<file path="src/rtl/branch_hazard_ctrl_pkg.sv">
// branch_hazard_ctrl_pkg: shared pipeline constants, FSM encoding and load-use compare
package branch_hazard_ctrl_pkg;
  localparam int REG_W = 5;
  localparam int PEN_W = 3;
  localparam logic [7:0] IDEX_NOP = 8'h00;
  typedef enum logic [1:0] {
    IDLE   = 2'd0,
    SQUASH = 2'd1,
    STALL  = 2'd2
  } state_t;
  // r0 is hardwired zero, so a load targeting it never creates a dependency
  function automatic logic load_use(
    input logic             mr,
    input logic [REG_W-1:0] ert,
    input logic [REG_W-1:0] rs,
    input logic [REG_W-1:0] rt,
    input logic             ur
  );
    return mr & (ert != '0) & ((ert == rs) | (ur & (ert == rt)));
  endfunction
endpackage

</file>
<file path="src/rtl/branch_hazard_ctrl_sat_counter.sv">
// sat_counter: saturating up-counter with asynchronous active-low clear
module sat_counter #(
  parameter int W = 16
) (
  input  logic         clk,
  input  logic         clrn,
  input  logic         inc,
  output logic [W-1:0] q
);
  always_ff @(posedge clk or negedge clrn)
    if (!clrn) q <= '0;
    else if (inc && !(&q)) q <= q + 1'b1;
endmodule

</file>
<file path="src/rtl/branch_hazard_ctrl.sv">
// branch_hazard_ctrl: redirects on taken branches/jumps, squashes wrong-path work,
// inserts load-use stalls and keeps saturating event counters
module branch_hazard_ctrl
  import branch_hazard_ctrl_pkg::*;
#(
  parameter int PC_W       = 32,
  parameter int BR_PENALTY = 2,
  parameter int CNT_W      = 16
) (
  input  logic             clk,
  input  logic             clrn,
  input  logic             ex_branch,
  input  logic             ex_cond,
  input  logic             ex_jump,
  input  logic [PC_W-1:0]  ex_target,
  input  logic             ex_memread,
  input  logic [REG_W-1:0] ex_rt,
  input  logic [REG_W-1:0] id_rs,
  input  logic [REG_W-1:0] id_rt,
  input  logic             id_uses_rt,
  output logic             pc_sel,
  output logic [PC_W-1:0]  pc_target,
  output logic             pc_wen,
  output logic             ifid_wen,
  output logic             ifid_flush,
  output logic             idex_flush,
  output logic             busy,
  output logic [CNT_W-1:0] redirect_cnt,
  output logic [CNT_W-1:0] squash_cnt,
  output logic [CNT_W-1:0] stall_cnt
);
  state_t           state;
  logic [PEN_W-1:0] pen;
  logic             take, luse, sq, tk, lu;
  // EX holds bubbles during SQUASH, so neither redirects nor stalls can fire there
  always_comb begin
    take = ex_jump | (ex_branch & ex_cond);
    luse = load_use(ex_memread, ex_rt, id_rs, id_rt, id_uses_rt);
    sq   = state == SQUASH;
    tk   = !sq & take;
    lu   = (state == IDLE) & !take & luse;
  end
  assign pc_sel     = tk;
  assign pc_target  = ex_target;
  assign pc_wen     = !lu;
  assign ifid_wen   = !lu;
  assign ifid_flush = tk;
  assign idex_flush = tk | lu | sq;
  assign busy       = state != IDLE;
  always_ff @(posedge clk or negedge clrn)
    if (!clrn) begin
      state <= IDLE;
      pen   <= '0;
    end else if (sq) begin
      pen   <= pen - 1'b1;
      state <= pen == PEN_W'(1) ? IDLE : SQUASH;
    end else if (tk) begin
      pen   <= PEN_W'(BR_PENALTY - 1);
      state <= BR_PENALTY > 1 ? SQUASH : IDLE;
    end else begin
      state <= lu ? STALL : IDLE;
    end
  sat_counter #(.W(CNT_W)) u_redirect (.clk(clk), .clrn(clrn), .inc(tk),         .q(redirect_cnt));
  sat_counter #(.W(CNT_W)) u_squash   (.clk(clk), .clrn(clrn), .inc(idex_flush), .q(squash_cnt));
  sat_counter #(.W(CNT_W)) u_stall    (.clk(clk), .clrn(clrn), .inc(lu),         .q(stall_cnt));
endmodule

</file>
<file path="config.mk">
export PLATFORM = sky130hd
export DESIGN_NAME = branch_hazard_ctrl
export DESIGN_NICKNAME = d
export VERILOG_FILES = /design/src/rtl/branch_hazard_ctrl_pkg.sv /design/src/rtl/branch_hazard_ctrl_sat_counter.sv /design/src/rtl/branch_hazard_ctrl.sv
export SDC_FILE = /design/constraint.sdc
export NUM_CORES = 1
export LEC_CHECK = 0
export CAP_MARGIN = 10
export CORE_ASPECT_RATIO = 0.9
export CORE_MARGIN = 4
export CORE_UTILIZATION = 45
export CTS_BUF_LIST = sky130_fd_sc_hd__clkbuf_4 sky130_fd_sc_hd__clkbuf_8
export DETAILED_ROUTE_END_ITERATION = 10
export PLACE_DENSITY = 0.86
export SYNTH_ARGS = -nofsm -noshare
export SYNTH_HDL_FRONTEND = slang
export SYNTH_SLANG_ARGS = --single-unit
</file>
<file path="constraint.sdc">
create_clock -name clk -period 5.54 [get_ports clk]
set_input_delay 0.831 -clock clk [delete_from_list [all_inputs] [get_ports clk]]
set_output_delay 0.831 -clock clk [all_outputs]
set_load 0.05 [all_outputs]
</file>
==> summary.md <==
| Metric | Value |
|---|---|
| Final Wtd Congestion | a little over 0.8 |
| Combinational share of power | roughly two fifths |
| Worst EP required | roughly 4.7 ns |
| Fmax achieved | 242 MHz |
| Cell mode on critical path | clkdlybuf4s50_1 |
| Max stage delay on crit path | 0.81 ns |
| Post-detail-place hpwl | about 4.5 mm |
| Multi-input gate area | about 0.0013 mm^2 |
| Top post-synthesis cells by area | dfrtp_1 46%, buf_4 8.8%, xnor2_1 8.7% |
| FF/Latch Area | approximately 0.0013 mm^2 |
| Sequential element share of the synthesized area | 45.7% |
| Post-Syn Area per Cell | between 10 and 15 um^2 |
| Hold endpoint | u_squash.q[5]$_DFFE_PN0P_ |
| Die W | approximately 93 um |
| Total gr overflow | 0 |
| Internal power | slightly above 0.8 mW |
| Leading area contributor after synthesis | dfrtp_1 |
| Switching power | about 0.58 mW |
| Flop2flop setup slack | between 3 and 4 ns |
| GRT Overall Usage | 16.1% |
| Crit end category | output port |
| Initial antenna violation count | 0 |
| Final hold vios | 0 |
| Post-synth ARST share | 100% |
| # H-tree levels | 2 |
| Mapped Area | about 0.0029 mm^2 |
| First-pass GRT wire length | 10.3 mm |
| Lkg Pwr | 1.52 nW |
| Core area | about 0.0062 mm^2 |
| Syn nets | roughly 340 |
| Crit path launch type | primary input |
| Vias in the first global route | 2190 |
| Crit path max fanout | 17 |
| Slew Viols, Final | 0 |
| Resized Gates After CTS | 0 |
| Post-Synth Simple-Gate Area | approximately 20% |
| Maximum root-to-sink buffer count | 2 |
| Clock Skew | approximately 0.015 ns |
| Adder-Cell Fraction of Synth Area | under 10% |
| #FFs+latches synth | 53 |
| Via-to-Cell Ratio | between 5 and 6 |
| Synth Area in Compound Gates | under 10% |
| Clk_lat worst skew | 0.30 ns |
| Hold Path Class | flip-flop to flip-flop |
| Critical path class | primary input to output port |
| Post-Synth XOR/XNOR Area | between 10% and 20% |
| RSZ-0062 raised after global routing | false |
| Sw frac | around 40% |
| Drt total wl | 6.15 mm |
| Worst EP arrival | roughly 3.3 ns |
| Worst hold path depth | 1 |
| Crit share post-route | around 74% |
| Row Count | 27 |
| DRC | 0 |
| Synth top area share | roughly 46% |
| Setup violators final | 0 |
| Synth Flop Type | dfrtp_1 |
| Pre-CTS setup slack | around 1.4 ns |
| Layout cells sized above 1 | ~6.5% |
| Normalized max-slew margin | between 50% and 60% |
| Hold buffer count at CTS | 0 |
| CTS tree | built |
| Cell count after synthesis | between 200 and 300 |
| CTS buffer count | 5 |
| Largest net degree at the start of global routing | 54 |
| Most instantiated cells after synthesis | 53 x dfrtp_1, 34 x buf_4, 29 x xnor2_1, 23 x xor2_1, 18 x nand3_1 |
| Distinct cell type count after synthesis | 38 |
| Main combinational cell family by area after synthesis | simple AND/OR/NAND/NOR gates |
| PortBufs | 75 |
| Clock tree root driver cell | clkbuf_8 |
| Top delay family on crit path | buffers and inverters |
| CP max-delay cell | clkdlybuf4s50_1 |
| Peak supply drop | between 0.0003 and 0.0004 V |
| Period minus WS final | a little over 4 ns |
| Power density over cell area | 389 mW/mm^2 |
| Seq pwr share | between 30% and 40% |
| Mux contribution to synthesized area | ~1.6% |
| Ports | 140 |
| Number of max-cap violations | 0 |
| Worst Path Buf+Inv | 4 |
| DR WL/cell | about 15 um |
| Worst path cell trace | clkdlybuf4s50_1, or4_1, o2111ai_1, nor2_2, buf_4, inv_1, clkdlybuf4s50_1 |
| Worst-Margin Slew | around 0.66 ns |
| Top-count cell post-synth | dfrtp_1 |
| Setup_tns | 0 ns |
| Ys Warns | 0 |
| Post-synth EDFFs | 0 |
| Worst R2R End | u_stall.q[1]$_DFFE_PN0P_ |
| Final WS setup | approximately 1.4 ns |
| First-pass DRT Iterations | 4 |
| # diodes | 0 |
| Fillers | about 550 |
| Die height | about 84 um |
| R2r worst-path depth | 6 |
| Min-delay src | u_squash.q[5]$_DFFE_PN0P_ |
| Core Util, Final | between 50% and 60% |
| Status | finished, final reports clean |
| Starting Density | between 40 and 50% |
| Via count | approximately 2200 |
| Synth-to-Final Area Change | 24.3% |
| Full die area | ~0.0078 mm^2 |
| Clock share of power | 19.3% |
| FF-to-FF Start | u_stall.q[6]$_DFFE_PN0P_ |
| CTS sink count | 53 |
| Worst-path clk slew | roughly 0.09 ns |
| DRT iter0 DRCs | around 100 |
| Post-layout nets | roughly 380 |
| Final ANT Viol Nets | 0 |
| Post-CTS setup buffer count | 0 |
[power groups by stage]
| stage | logic, mW | registers, mW | clock network [mW] |
|---|---|---|---|
| 2_1_floorplan | 0.267 | 0.736 | 0 |
| 3_3_place_gp | 0.581 | 0.545 | 0 |
| 3_5_place_dp | 0.596 | 0.547 | 0 |
| 4_1_cts | 0.597 | 0.543 | 0.281 |
| 5_1_grt | 0.630 | 0.559 | 0.297 |
| 6_report | 0.591 | 0.544 | 0.272 |
[state kept, by name, indices dropped and copies added, names as in the netlist]
signal	cells
u_redirect.q	16
u_squash.q	16
u_stall.q	16
pen	3
state	2
[worst max-delay path by stage]
stage                        start       end  slack, ns  cells past startpoint
final                     ex_rt[1]    pc_wen       1.42                      7
after global routing      ex_rt[1]    pc_wen       1.32                      7
after CTS                 ex_rt[1]    pc_wen       1.41                      7
after detailed placement  ex_rt[1]    pc_wen       1.42                      7
after global placement    ex_rt[1]  ifid_wen       1.45                      7
after floorplan           ex_rt[1]    pc_wen       2.19                      6
[logic make-up (layout without fill, tap and decap cells)]
family,after synthesis,in the layout
AOI/OAI and AO/OA,14,14
xor gates and xnor gates,52,52
adders and majority gates,5,5
buffers and inverters,49,95
DFF,53,53
muxes,4,4
and+or+nand+nor,100,100
[metrics by stage]
step           hold WS [ns]  power (mW)  cells  area [um^2]
5_1_grt               0.507        1.49    410         3610
6_report              0.489        1.41    410         3610
4_1_cts               0.494        1.42    410         3610
3_3_place_gp          0.477        1.13    402         3490
3_5_place_dp          0.477        1.14    402         3490
2_1_floorplan         0.467        1.00    277         2900
[cells in the final DEF (no fill, tap or decap), types with 2 or more instances in the layout]
master / n
inv_1: 9
ha_1: 5
and2_1: 5
xnor2_1: 29
nand2_1: 12
dfrtp_1: 53
nor4b_1: 3
nor4_2: 3
buf_4: 3
clkbuf_8: 6
o31ai_1: 2
clkdlybuf4s50_1: 74
nor2_1: 11
mux2_2: 3
xor2_1: 23
a21oi_1: 4
or4_1: 2
nor3_1: 5
and3_1: 16
nand4_1: 14
and4_1: 2
o21ai_0: 2
nor4_1: 3
nand3_1: 18
[per-layer routing]
| layer | up-vias | track usage (%) | share of wire (%) |
|---|---|---|---|
| li1 | 1015 | - | - |
| met1 | 1044 | 20.2 | 44 |
| met2 | 79 | 26.6 | 47 |
| met3 | 15 | 5.56 | 7.0 |
| met4 | 0 | 4.26 | 1.6 |
| met5 | - | 0 | 0 |
[layout make-up]
type	instances	share of cell area, %
Sequential cell	53	36.7
Multi-Input combinational cell	175	34.7
Timing Repair Buffer	78	21.3
Tap cell	87	3.01
Clock buffer	7	2.49
Inverter	9	0.936
Clock inverter	1	0.832
Note: power is estimated with default switching activity, not from simulation.
